### config.mk
export PLATFORM = sky130hd
export DESIGN_NAME = serial_byte_receiver
export DESIGN_NICKNAME = d
export VERILOG_FILES = /design/src/rtl/serial_rx_pkg.sv /design/src/rtl/rx_shift_reg.sv /design/src/rtl/serial_byte_receiver.sv
export SDC_FILE = /design/constraint.sdc
export NUM_CORES = 1
export LEC_CHECK = 0
export CAP_MARGIN = 10
export CORE_ASPECT_RATIO = 0.75
export CORE_MARGIN = 2
export CORE_UTILIZATION = 45
export DETAILED_ROUTE_END_ITERATION = 10
export HOLD_SLACK_MARGIN = 0.1
export PLACE_DENSITY = 0.72
export SYNTH_ARGS = -nofsm -noshare
export SYNTH_HDL_FRONTEND = slang
export SYNTH_SLANG_ARGS = --single-unit
### constraint.sdc
create_clock -name clock -period 3.4 [get_ports clock]
set_clock_uncertainty 0.05 [all_clocks]
set_input_delay 0.68 -clock clock [delete_from_list [all_inputs] [get_ports clock]]
set_output_delay 0.68 -clock clock [all_outputs]
set_load 0.1 [all_outputs]
### src/rtl/serial_rx_pkg.sv
// Shared definitions for the serial receive path: state encoding, default word
// width (common with the transmitter shifter) and bit-counter sizing.
package serial_rx_pkg;

  localparam int unsigned RX_WIDTH = 8;

  function automatic int unsigned rx_cnt_width(input int unsigned w);
    return $clog2(w + 1);
  endfunction

  localparam int unsigned RX_CNT_W = rx_cnt_width(RX_WIDTH);

  typedef enum logic [1:0] {
    IDLE    = 2'd0,
    COLLECT = 2'd1,
    HOLD    = 2'd2
  } rx_state_t;

endpackage

### src/rtl/rx_shift_reg.sv
// Serial-in shift register for the receiver; bit order selected by MSB_FIRST
// (0: first bit ends in bit 0, matching a right-shifting transmitter).
module rx_shift_reg #(
  parameter int unsigned WIDTH     = 8,
  parameter int unsigned MSB_FIRST = 0
) (
  input  logic             clock,
  input  logic             reset_n,
  input  logic             clear,
  input  logic             shift_en,
  input  logic             bit_in,
  output logic [WIDTH-1:0] q
);

  logic [WIDTH-1:0] r_q;
  logic [WIDTH-1:0] w_next;

  assign w_next = (MSB_FIRST != 0) ? {r_q[WIDTH-2:0], bit_in}
                                   : {bit_in, r_q[WIDTH-1:1]};

  always_ff @(posedge clock) begin
    if (!reset_n) begin
      r_q <= '0;
    end else if (clear) begin
      r_q <= '0;
    end else if (shift_en) begin
      r_q <= w_next;
    end
  end

  assign q = r_q;

endmodule

### src/rtl/serial_byte_receiver.sv
// Serial-to-parallel receiver: armed by start, samples serial_in on bit_valid,
// presents each completed word on a valid/ready handshake with sticky overrun.
module serial_byte_receiver
  import serial_rx_pkg::*;
#(
  parameter int unsigned WIDTH     = RX_WIDTH,
  parameter int unsigned MSB_FIRST = 0
) (
  input  logic                              clock,
  input  logic                              reset_n,
  input  logic                              start,
  input  logic                              abort,
  input  logic                              serial_in,
  input  logic                              bit_valid,
  input  logic                              data_ready,
  output logic [WIDTH-1:0]                  data_out,
  output logic                              data_valid,
  output logic                              busy,
  output logic [rx_cnt_width(WIDTH)-1:0]    bit_count,
  output logic                              overrun
);

  localparam int unsigned CNT_W = rx_cnt_width(WIDTH);
  localparam logic [CNT_W-1:0] LAST_IDX = CNT_W'(WIDTH - 1);
  localparam logic [CNT_W-1:0] FULL_CNT = CNT_W'(WIDTH);

  rx_state_t        r_state;
  logic [CNT_W-1:0] r_count;
  logic [WIDTH-1:0] r_data;
  logic             r_valid;
  logic             r_overrun;

  logic [WIDTH-1:0] w_sreg;
  logic [WIDTH-1:0] w_shifted;
  logic             w_clear;
  logic             w_shift;

  // A start is accepted in IDLE, in COLLECT (restart) and in HOLD only with a handshake.
  always_comb begin
    w_clear = 1'b0;
    w_shift = 1'b0;
    if (!abort) begin
      unique case (r_state)
        IDLE:    w_clear = start;
        COLLECT: begin
          w_clear = start;
          w_shift = bit_valid && !start;
        end
        HOLD:    w_clear = start && data_ready;
        default: w_clear = 1'b0;
      endcase
    end
  end

  rx_shift_reg #(
    .WIDTH     (WIDTH),
    .MSB_FIRST (MSB_FIRST)
  ) u_sreg (
    .clock    (clock),
    .reset_n  (reset_n),
    .clear    (w_clear),
    .shift_en (w_shift),
    .bit_in   (serial_in),
    .q        (w_sreg)
  );

  // Same shift as the sub-module, so the completing bit lands in data_out this edge.
  assign w_shifted = (MSB_FIRST != 0) ? {w_sreg[WIDTH-2:0], serial_in}
                                      : {serial_in, w_sreg[WIDTH-1:1]};

  always_ff @(posedge clock) begin
    if (!reset_n) begin
      r_state   <= IDLE;
      r_count   <= '0;
      r_data    <= '0;
      r_valid   <= 1'b0;
      r_overrun <= 1'b0;
    end else begin
      unique case (r_state)
        IDLE: begin
          if (!abort && start) begin
            r_state   <= COLLECT;
            r_count   <= '0;
            r_overrun <= 1'b0;
          end
        end
        COLLECT: begin
          if (abort) begin
            r_state <= IDLE;
            r_count <= '0;
          end else if (start) begin
            r_count <= '0;
          end else if (bit_valid) begin
            if (r_count == LAST_IDX) begin
              r_data  <= w_shifted;
              r_state <= HOLD;
              r_valid <= 1'b1;
              r_count <= FULL_CNT;
            end else begin
              r_count <= r_count + 1'b1;
            end
          end
        end
        HOLD: begin
          if (abort) begin
            r_state <= IDLE;
            r_valid <= 1'b0;
            r_count <= '0;
          end else if (start && data_ready) begin
            r_state   <= COLLECT;
            r_valid   <= 1'b0;
            r_count   <= '0;
            r_overrun <= 1'b0;
          end else begin
            if (data_ready) begin
              r_state <= IDLE;
              r_valid <= 1'b0;
              r_count <= '0;
            end
            if (bit_valid && !start) begin
              r_overrun <= 1'b1;
            end
          end
        end
        default: begin
          r_state <= IDLE;
          r_valid <= 1'b0;
          r_count <= '0;
        end
      endcase
    end
  end

  assign data_out   = r_data;
  assign data_valid = r_valid;
  assign busy       = (r_state != IDLE);
  assign bit_count  = r_count;
  assign overrun    = r_overrun;

endmodule
=== Word level (Yosys, flattened, before mapping) ===
Cells that the tools add are included.
W data, S select, Z words.

* Register bits: 24
* Bits of input ports: 7
* Output and inout port bits: 15
* Logic and storage cells: 76

* $add $sub $neg: 1
* Equal/unequal tests: 15
* Muxes and demuxes: 35
* Bitwise logic cells: 4
* Reduce and logical (&&, ||, !) cells: 15

{| class="wikitable"
|+ Operator list
! cell !! count
|-
| $mux W4 || 8
|-
| $mux W2 || 8
|-
| $mux W1 || 14
|-
| $ne A2 B2 Y1 const B || 6
|-
| $ne A3 B3 Y1 const B || 4
|-
| $pmux W4 S3 || 1
|-
| $reduce_and A5 Y1 || 2
|-
| $ne A4 B4 Y1 const B || 2
|-
| $pmux W2 S3 || 1
|-
| $reduce_and A6 Y1 || 1
|-
| $add A4 B1 Y4 const B || 1
|-
| $eq A4 B3 Y1 const B || 1
|-
| $not A1 Y1 || 4
|-
| $pmux W1 S2 || 2
|-
| $reduce_and A4 Y1 || 1
|-
| $reduce_bool A2 Y1 || 2
|-
| $reduce_or A2 Y1 || 2
|-
| $logic_and A1 B1 Y1 || 3
|-
| $pmux W1 S3 || 1
|-
| $reduce_and A3 Y1 || 1
|-
| $eq A2 B1 Y1 const B || 1
|-
| $eq A2 B2 Y1 const B || 1
|-
| $logic_not A1 Y1 || 2
|-
| $logic_not A2 Y1 || 1
|}

=== Logic depth before layout (Yosys ltp) ===
Gate-level depths: netlist of the first run.

* Word-level depth: 6
* Mapped depth: 6
* Depth with buffers taken out: 5

=== Modules after synthesis ===
Synthesis of the first run repeated with hierarchy kept, for this count alone.

* Cells, all modules: 118
* Area total of the unflattened synthesis: 1,123.6 um^2

{| class="wikitable"
|+ Modules (own cells, without submodules)
! module !! times used !! cells an instance !! area each (um^2) !! sequential area each (um^2)
|-
| serial_byte_receiver || 1 || 91 || 830.8 || 320.3
|-
| rx_shift_reg || 1 || 27 || 292.8 || 160.2
|}

=== Worst setup path before layout of the first run ===
OpenSTA, ideal clock, no wires.

* Kind: reg-to-reg
* From: register r_count[1], in the netlist bit_count[1]
* To: register r_data[4], in the netlist data_out[4]
* Data arrival time: 2.068 ns
* Required time: 3.229 ns
* Slack: 1.161 ns
* Stages on the path, launching flop included: 7
* Buffers on the path: 1
* Period minus slack after synthesis: 2.239 ns
* Path through: dfxtp_1 -> ha_1 -> and2_1 -> nand4_1 -> buf_2 -> nand3_1 -> o21ai_1

* Word-level cells in the longest chain between the ends: 2

{| class="wikitable"
|+ RTL lines
! element !! line !! RTL
|-
| from (decl) || serial_byte_receiver.sv:28 || <nowiki>logic [CNT_W-1:0] r_count;</nowiki>
|-
| from (signal assigned) || serial_byte_receiver.sv:100 || <nowiki>r_count <= r_count + 1'b1;</nowiki>
|-
| $eq A4 B3 Y1 || serial_byte_receiver.sv:94 || <nowiki>if (r_count == LAST_IDX) begin</nowiki>
|-
| $reduce_and A5 Y1 (no line) || - ||
|-
| to (signal assigned) || serial_byte_receiver.sv:95 || <nowiki>r_data <= w_shifted;</nowiki>
|-
| to (decl) || serial_byte_receiver.sv:29 || <nowiki>logic [WIDTH-1:0] r_data;</nowiki>
|}

No other way between the ends.
A chain may end at the register's enable or synchronous reset.

=== Worst setup path after layout of the first run ===
* From: input start
* To: register r_data[4], in the netlist data_out[4]

* Word-level cells in the longest chain between the ends: 2

{| class="wikitable"
|+ RTL lines
! element !! line !! RTL
|-
| from (decl) || serial_byte_receiver.sv:11 || <nowiki>input logic start,</nowiki>
|-
| $not A1 Y1 (no line) || - ||
|-
| $reduce_and A5 Y1 (no line) || - ||
|}

No other way between the ends.

==> impl_metrics.prom, run 1 <==
# TYPE chip_impl_metric gauge
chip_impl_info{name="outcome",value="finished clean"} 1
chip_impl_metric{name="maximum_number_of_pins_on_one_net_before_global_route_repair",unit=""} 18
chip_impl_metric{name="inserted_clock_buffers",unit=""} 3
chip_impl_metric{name="cp.arrival",unit="ps"} 2410
chip_impl_metric{name="wire_length_of_the_first_global_routing_pass",unit="mm"} 3.31
chip_impl_metric{name="avgSynthCellArea",unit="um2"} 8.68
chip_impl_metric{name="max_cap_violations",unit=""} 0
chip_impl_info{name="netlist_top_cells_area",value="dfxtp_1 (43%), mux2i_1 (7.6%), nand2_1 (5.3%)"} 1
chip_impl_metric{name="postSynthCellCount",unit=""} 122
chip_impl_metric{name="finalSetupViolations",unit=""} 0
chip_impl_metric{name="holdWs",unit="ps"} 417
chip_impl_metric{name="synthesis.area",unit="mm2"} 0.00106
chip_impl_metric{name="number_of_pins_with_negative_max_slew_slack_in_the_final_report",unit=""} 0
chip_impl_metric{name="post_cts_resize_count",unit=""} 0
chip_impl_info{name="critical_path_class",value="input port to flop"} 1
chip_impl_metric{name="power.static_leakage",unit="nW"} 0.521
chip_impl_metric{name="grt_util_all_layers",unit="%"} 16.1
chip_impl_metric{name="power_density",unit="mW/mm2"} 350
chip_impl_metric{name="die_area",unit="mm2"} 0.00276
chip_impl_metric{name="avgViaCountPerCell",unit=""} 5.21
chip_impl_metric{name="antenna_left",unit=""} 0
chip_impl_metric{name="ys_async_sr_fraction",unit="%"} 0
chip_impl_metric{name="ioPinCount",unit=""} 22
chip_impl_metric{name="max_slew.worst_pin.slew",unit="ps"} 606
chip_impl_metric{name="wl_per_cell",unit="um"} 12.0
chip_impl_metric{name="rows",unit=""} 15
chip_impl_metric{name="share_of_the_clock_period_used_by_the_worst_path_after_layout",unit="%"} 66.4
chip_impl_metric{name="final.fill_count",unit=""} 212
chip_impl_metric{name="timing.critical_path.buf_inv",unit=""} 1
chip_impl_metric{name="layout-drive-gt1-share",unit="%"} 18.6
chip_impl_metric{name="finish.net_count",unit=""} 149
chip_impl_metric{name="placeableCoreArea",unit="mm2"} 0.00227
chip_impl_metric{name="initial_core_utilization",unit="%"} 46.6
chip_impl_info{name="hold_path_startpoint",value="u_sreg.q[1]$_SDFFE_PP0P_"} 1
chip_impl_metric{name="hold_viol",unit=""} 0
chip_impl_info{name="worst_setup_path_end_kind",value="flop"} 1
chip_impl_metric{name="slew-limit-headroom",unit="%"} 59.0
chip_impl_metric{name="multi_input_comb_area",unit="um2"} 539
chip_impl_metric{name="dp_hpwl",unit="mm"} 1.48
chip_impl_metric{name="setup_total_negative_slack",unit="ps"} 0
chip_impl_metric{name="cts_h_tree_lvls",unit=""} 1
chip_impl_metric{name="cp_data_required_time",unit="ps"} 3550
chip_impl_metric{name="synth_enable_flop_cells",unit=""} 0
chip_impl_metric{name="drc",unit=""} 0
chip_impl_metric{name="gp_congestion",unit=""} 0.770
chip_impl_metric{name="cts_hold_buffers",unit=""} 0
chip_impl_metric{name="ir_worst_vdd",unit="uV"} 292
chip_impl_info{name="critical_path.endpoint",value="data_out[4]$_SDFFE_PN0P_"} 1
chip_impl_metric{name="clk_pin_slew",unit="ps"} 130
chip_impl_metric{name="clock_path_buffers",unit=""} 2
chip_impl_info{name="worstReg2RegStart",value="bit_count[0]$_SDFFE_PN0P_"} 1
chip_impl_metric{name="syn_nets",unit=""} 130
chip_impl_info{name="clockRootBuffer",value="clkbuf_4"} 1
chip_impl_metric{name="regArea",unit="um2"} 460
chip_impl_metric{name="post_synth_num_cell_types",unit=""} 36
chip_impl_metric{name="overflow",unit=""} 0
chip_impl_metric{name="dr.pass1.iters",unit=""} 4
chip_impl_info{name="ys.flop_type",value="dfxtp_1"} 1
chip_impl_metric{name="postCtsSetupBuffers",unit=""} 0
chip_impl_metric{name="path_depth",unit=""} 5
chip_impl_metric{name="cts.sinks",unit=""} 23
chip_impl_metric{name="chipHeight",unit="um"} 46
chip_impl_info{name="hold_path_class",value="flop to flop"} 1
chip_impl_metric{name="drtIter0Drc",unit=""} 26
chip_impl_info{name="cell_by_cell_trace_of_the_critical_path",value="clkdlybuf4s50_1 -> nor3_1 -> nand4_1 -> nand3_1 -> o21ai_1"} 1
chip_impl_metric{name="synth_top_area_share",unit="%"} 43.5
chip_impl_metric{name="layout_overhead_on_the_synthesized_area",unit="%"} 19.7
chip_impl_metric{name="timing.critical_path.fanout_max",unit=""} 17
chip_impl_metric{name="synth_warnings",unit=""} 0
chip_impl_metric{name="wire_length_reported_by_the_detailed_router",unit="mm"} 2.09
chip_impl_metric{name="portBuffers",unit=""} 21
chip_impl_info{name="worstSetupStartpoint",value="start"} 1
chip_impl_info{name="grt_setup_unrepaired",value="false"} 1
chip_impl_metric{name="diodes",unit=""} 0
chip_impl_metric{name="reg2regPathDepth",unit=""} 5
chip_impl_metric{name="totalPowerFinal",unit="mW"} 0.443
chip_impl_info{name="crit_path_top_delay_cell",value="clkdlybuf4s50_1"} 1
chip_impl_info{name="regToRegEndpoint",value="data_out[4]$_SDFFE_PN0P_"} 1
chip_impl_info{name="crit_family",value="simple AND/OR/NAND/NOR gates"} 1
chip_impl_info{name="cts_tree",value="yes"} 1
chip_impl_info{name="synth_top_area_cell",value="dfxtp_1"} 1
chip_impl_metric{name="detailroute.via_count",unit=""} 907
chip_impl_metric{name="maximum_clock_frequency",unit="MHz"} 443
chip_impl_metric{name="grt_antenna_before_repair",unit=""} 0
chip_impl_metric{name="ff2ff_setup_slack",unit="ps"} 1530
chip_impl_metric{name="ys_seq_elements",unit=""} 23
chip_impl_metric{name="final_period_minus_worst_setup_slack",unit="ps"} 2260
chip_impl_metric{name="floorplan.die.width",unit="um"} 60.0
chip_impl_metric{name="cpPeakStageDelay",unit="ps"} 610
chip_impl_metric{name="synth_sequential_area_ratio",unit="%"} 43.5
chip_impl_metric{name="clk-insertion-delay-late",unit="ps"} 320
chip_impl_info{name="critical_path.startpoint_type",value="input port"} 1
chip_impl_metric{name="grt_pass1_vias",unit=""} 761
[worst min path at each step]
stage / to / depth (start not counted)
final: data_out[0]$_SDFFE_PN0P_ / 2
after global routing: data_out[0]$_SDFFE_PN0P_ / 2
after CTS: data_out[0]$_SDFFE_PN0P_ / 2
after detailed placement: data_out[0]$_SDFFE_PN0P_ / 2
after global placement: overrun$_SDFFE_PN0P_ / 2
after floorplan: data_out[0]$_SDFFE_PN0P_ / 2
[state kept, by name, indices dropped and copies added (netlist names)]
name and flops:
data_out 8, r_state 2, data_valid 1, overrun 1
u_sreg.q 7, bit_count 4
[placed cells by master (no fill, tap or decap), types with 2 or more instances in the layout]
master,Yosys,routed
inv_1,4,4
o21ai_0,2,2
clkbuf_4,0,3
nand4b_1,2,2
o22ai_1,2,2
nor2_1,9,9
mux2i_1,8,8
nand2_1,15,15
o21a_1,2,2
nand3_1,11,11
nand2b_1,3,3
o21ai_1,8,8
clkdlybuf4s50_1,0,6
dfxtp_1,23,23
o31ai_1,2,2
a21oi_1,4,4
buf_4,0,16
[per-stage QoR]
step / instance area [um2] / utilization [%] / std cells / setup slack, ps
6_report: 1270 / 55.8 / 174 / 1140
5_1_grt: 1270 / 55.8 / 174 / 1030
4_1_cts: 1270 / 55.8 / 174 / 1160
3_5_place_dp: 1240 / 54.5 / 170 / 823
3_3_place_gp: 1240 / 54.5 / 170 / 890
2_1_floorplan: 1060 / - / 122 / 1160
[synth_stat cells (2+ instances only)]
library cell and count:
buf_2 5, a21oi_1 4, nand2b_1 3, dfxtp_1 23, o31ai_1 2, nand4b_1 2, o22ai_1 2, o21a_1 2
nor2_1 9, o21ai_1 8, nand3_1 11, mux2i_1 8, nand2_1 15, inv_1 4, o21ai_0 2, clkbuf_1 2
[layer usage]
layer	track usage (%)	routed length [um]
met4	5.33	8
met1	20.2	996
met2	25.9	967
met3	5.68	113
met5	0	0
[layout make-up]
| cell class | instances | area share [%] |
|---|---|---|
| clock buffers | 3 | 1.78 |
| clock inverters | 1 | 0.592 |
| multi-input cells | 87 | 42.5 |
| inverters | 4 | 1.18 |
| well taps | 34 | 3.36 |
| flip-flops and latches | 23 | 36.3 |
| repair buffers | 22 | 14.2 |
[cells by family after synthesis]
kind of cell               count (synthesis)  share of synthesized area [%]
and+or+nand+nor                           52                           26.6
AOI/OAI and AO/OA                         26                           15.6
DFF                                       23                           43.5
buffers and inverters                     12                           5.55
muxes                                      8                           7.57
adders and majority gates                  1                           1.18
[tightest hold or removal path, stage by stage, from the launching register on]
cell and delay [ps]:
dfxtp_1 340, nand2_1 50, o21ai_1 50
[power by group]
| part | leakage [nW] | total (mW) | switching (mW) | internal, mW |
|---|---|---|---|---|
| clock network | 0.0139 | 0.134 | 0.0891 | 0.0450 |
| logic | 0.322 | 0.0372 | 0.0230 | 0.0142 |
| registers | 0.185 | 0.272 | 0.00153 | 0.270 |
| total | 0.521 | 0.443 | 0.114 | 0.329 |
(Power assumes the default switching activity.)
==> run 2, diff against run 1 <==
- clock period: 3.4 -> 2.25 ns (I/O delays scaled with it)
==> impl_metrics.prom, run 2 (synthesized netlist as in run 1, its figures left out) <==
# TYPE chip_impl_metric gauge
chip_impl_info{name="outcome",value="finished clean"} 1
chip_impl_metric{name="final_period_minus_worst_setup_slack",unit="ps"} 1850
chip_impl_info{name="critical_path_class",value="flop to primary output"} 1
chip_impl_metric{name="clock_path_buffers",unit=""} 2
chip_impl_info{name="cell_by_cell_trace_of_the_critical_path",value="nor2_1 -> inv_1 -> buf_12"} 1
chip_impl_metric{name="regArea",unit="um2"} 460
chip_impl_metric{name="grt_antenna_before_repair",unit=""} 0
chip_impl_metric{name="maximum_number_of_pins_on_one_net_before_global_route_repair",unit=""} 18
chip_impl_metric{name="grt_util_all_layers",unit="%"} 16.6
chip_impl_metric{name="dp_hpwl",unit="mm"} 1.51
chip_impl_metric{name="wire_length_reported_by_the_detailed_router",unit="mm"} 2.05
chip_impl_metric{name="cp.arrival",unit="ps"} 1350
chip_impl_metric{name="path_depth",unit=""} 3
chip_impl_metric{name="floorplan.die.width",unit="um"} 60.0
chip_impl_info{name="crit_path_top_delay_cell",value="dfxtp_1"} 1
chip_impl_metric{name="setup_total_negative_slack",unit="ps"} 0
chip_impl_info{name="layout.cells.most_common_list",value="dfxtp_1 (23), buf_4 (16), nand2_1 (15)"} 1
chip_impl_metric{name="finalSetupViolations",unit=""} 0
chip_impl_metric{name="gp_congestion",unit=""} 0.782
chip_impl_metric{name="portBuffers",unit=""} 21
chip_impl_metric{name="postCtsSetupBuffers",unit=""} 0
chip_impl_metric{name="finish.net_count",unit=""} 150
chip_impl_metric{name="power_density",unit="mW/mm2"} 518
chip_impl_info{name="clockRootBuffer",value="clkbuf_4"} 1
chip_impl_metric{name="slew-limit-headroom",unit="%"} 64.4
chip_impl_metric{name="avgViaCountPerCell",unit=""} 5.08
chip_impl_metric{name="max_slew.worst_pin.slew",unit="ps"} 527
chip_impl_metric{name="maximum_clock_frequency",unit="MHz"} 542
chip_impl_metric{name="diodes",unit=""} 0
chip_impl_info{name="hold_path_startpoint",value="data_out[4]$_SDFFE_PN0P_"} 1
chip_impl_metric{name="layout-drive-gt1-share",unit="%"} 19.1
chip_impl_metric{name="ir_worst_vdd",unit="uV"} 416
chip_impl_metric{name="initial_core_utilization",unit="%"} 46.6
chip_impl_info{name="critical_path.endpoint",value="busy"} 1
chip_impl_info{name="cts_tree",value="yes"} 1
chip_impl_metric{name="drtIter0Drc",unit=""} 26
chip_impl_metric{name="power.static_leakage",unit="nW"} 0.528
chip_impl_metric{name="worst_setup_slack_after_placement",unit="ps"} 58.7
chip_impl_metric{name="grt_pass1_vias",unit=""} 779
chip_impl_metric{name="detailroute.via_count",unit=""} 889
chip_impl_metric{name="layout.core_utilization",unit="%"} 56.7
chip_impl_metric{name="ioPinCount",unit=""} 22
chip_impl_metric{name="instance_area_at_placement",unit="mm2"} 0.00126
chip_impl_metric{name="grt.met3_usage",unit="%"} 5.40
chip_impl_metric{name="share_of_the_clock_period_used_by_the_worst_path_after_layout",unit="%"} 82.1
chip_impl_metric{name="largest_register_ffs",unit=""} 8
chip_impl_metric{name="timing.critical_path.fanout_max",unit=""} 12
chip_impl_metric{name="antenna_left",unit=""} 0
chip_impl_info{name="hold_path_class",value="flop to flop"} 1
chip_impl_metric{name="grt_util_met1",unit="%"} 20.9
chip_impl_metric{name="wl_per_cell",unit="um"} 11.7
chip_impl_info{name="worstReg2RegStart",value="r_state[1]$_SDFFE_PN0P_"} 1
chip_impl_metric{name="timing.critical_path.buf_inv",unit=""} 2
chip_impl_metric{name="post_layout_nonfiller_instances",unit=""} 175
chip_impl_info{name="regToRegEndpoint",value="bit_count[2]$_SDFFE_PN0P_"} 1
chip_impl_info{name="critical_path.startpoint_type",value="flop"} 1
chip_impl_metric{name="ff2ff_setup_slack",unit="ps"} 640
chip_impl_metric{name="post-place-cells",unit=""} 171
chip_impl_metric{name="inserted_clock_buffers",unit=""} 3
chip_impl_info{name="layout.cells.most_common",value="dfxtp_1"} 1
chip_impl_metric{name="multi_input_comb_area",unit="um2"} 539
chip_impl_metric{name="cpPeakStageDelay",unit="ps"} 580
chip_impl_metric{name="cts.sinks",unit=""} 23
chip_impl_metric{name="final.fill_count",unit=""} 206
chip_impl_metric{name="post_cts_resize_count",unit=""} 0
chip_impl_metric{name="worst_slack",unit="ps"} 404
chip_impl_info{name="busiest_layer_in_global_routing",value="met2"} 1
chip_impl_metric{name="clk-insertion-delay-late",unit="ps"} 320
chip_impl_metric{name="number_of_pins_with_negative_max_slew_slack_in_the_final_report",unit=""} 0
chip_impl_metric{name="overflow",unit=""} 0
chip_impl_metric{name="grt.met2_usage",unit="%"} 27.8
chip_impl_metric{name="dr.pass1.iters",unit=""} 4
chip_impl_metric{name="wire_length_of_the_first_global_routing_pass",unit="mm"} 3.42
chip_impl_metric{name="layout.cell_area.non_filler",unit="mm2"} 0.00129
chip_impl_metric{name="max_cap_violations",unit=""} 0
chip_impl_metric{name="cts_h_tree_lvls",unit=""} 1
chip_impl_metric{name="cp_data_required_time",unit="ps"} 1750
chip_impl_metric{name="placeableCoreArea",unit="mm2"} 0.00227
chip_impl_metric{name="rows",unit=""} 15
chip_impl_metric{name="clk_pin_slew",unit="ps"} 130
chip_impl_metric{name="chipHeight",unit="um"} 46
chip_impl_metric{name="die_area",unit="mm2"} 0.00276
chip_impl_metric{name="layout_overhead_on_the_synthesized_area",unit="%"} 21.6
chip_impl_info{name="grt_setup_unrepaired",value="false"} 1
chip_impl_metric{name="reg2regPathDepth",unit=""} 4
chip_impl_metric{name="hold_viol",unit=""} 0
chip_impl_info{name="worst_setup_path_end_kind",value="primary output"} 1
chip_impl_info{name="worstSetupStartpoint",value="r_state[1]$_SDFFE_PN0P_"} 1
chip_impl_metric{name="drc",unit=""} 0
chip_impl_metric{name="worst_hold_path.num_cells",unit=""} 2
chip_impl_metric{name="cts_hold_buffers",unit=""} 0
chip_impl_info{name="crit_family",value="flip-flops"} 1
-- run 2: changes by cell type in the layout (fill, tap and decap cells not counted), sizes merged --
cell  change
buf       +1
-- run 2: through the flow --
step | hold WS (ps) | power, mW
floorplan | 378 | 0.456
global placement | 395 | 0.477
detailed placement | 402 | 0.477
CTS | 420 | 0.677
global route | 433 | 0.698
finish | 416 | 0.666
-- run 2: worst min path at each step --
stage / end / slack, ps
2_1_floorplan: data_out[0]$_SDFFE_PN0P_ / 380
3_3_place_gp: overrun$_SDFFE_PN0P_ / 400
3_5_place_dp: data_out[7]$_SDFFE_PN0P_ / 400
4_1_cts: data_out[4]$_SDFFE_PN0P_ / 420
5_1_grt: overrun$_SDFFE_PN0P_ / 430
6_report: data_out[4]$_SDFFE_PN0P_ / 420
-- run 2: worst register-to-register path: stages, from the launching register on --
cell and delay [ps]:
dfxtp_1 580, nor4b_1 500, a211oi_2 150, a21boi_1 170, o21a_1 120
-- run 2: routing by layer --
metal	share of wire (%)	vias up	wire, um
met3	5.1	0	104
met5	0	-	0
li1	-	464	-
met4	0	0	0
met1	48	404	991
met2	47	21	954
-- run 2: final cells by class --
cell class,instances,area share (%)
multi-input combinational,87,41.9
clock buffer,3,1.75
timing repair buffer,23,15.5
clock inverter,1,0.583
inverter,4,1.17
sequential,23,35.8
tap,34,3.30
-- run 2: power by group --
group	internal (mW)	switching [mW]	leakage, nW
Sequential	0.408	0.00217	0.185
Clock	0.0679	0.130	0.0139
Combinational	0.0235	0.0342	0.329
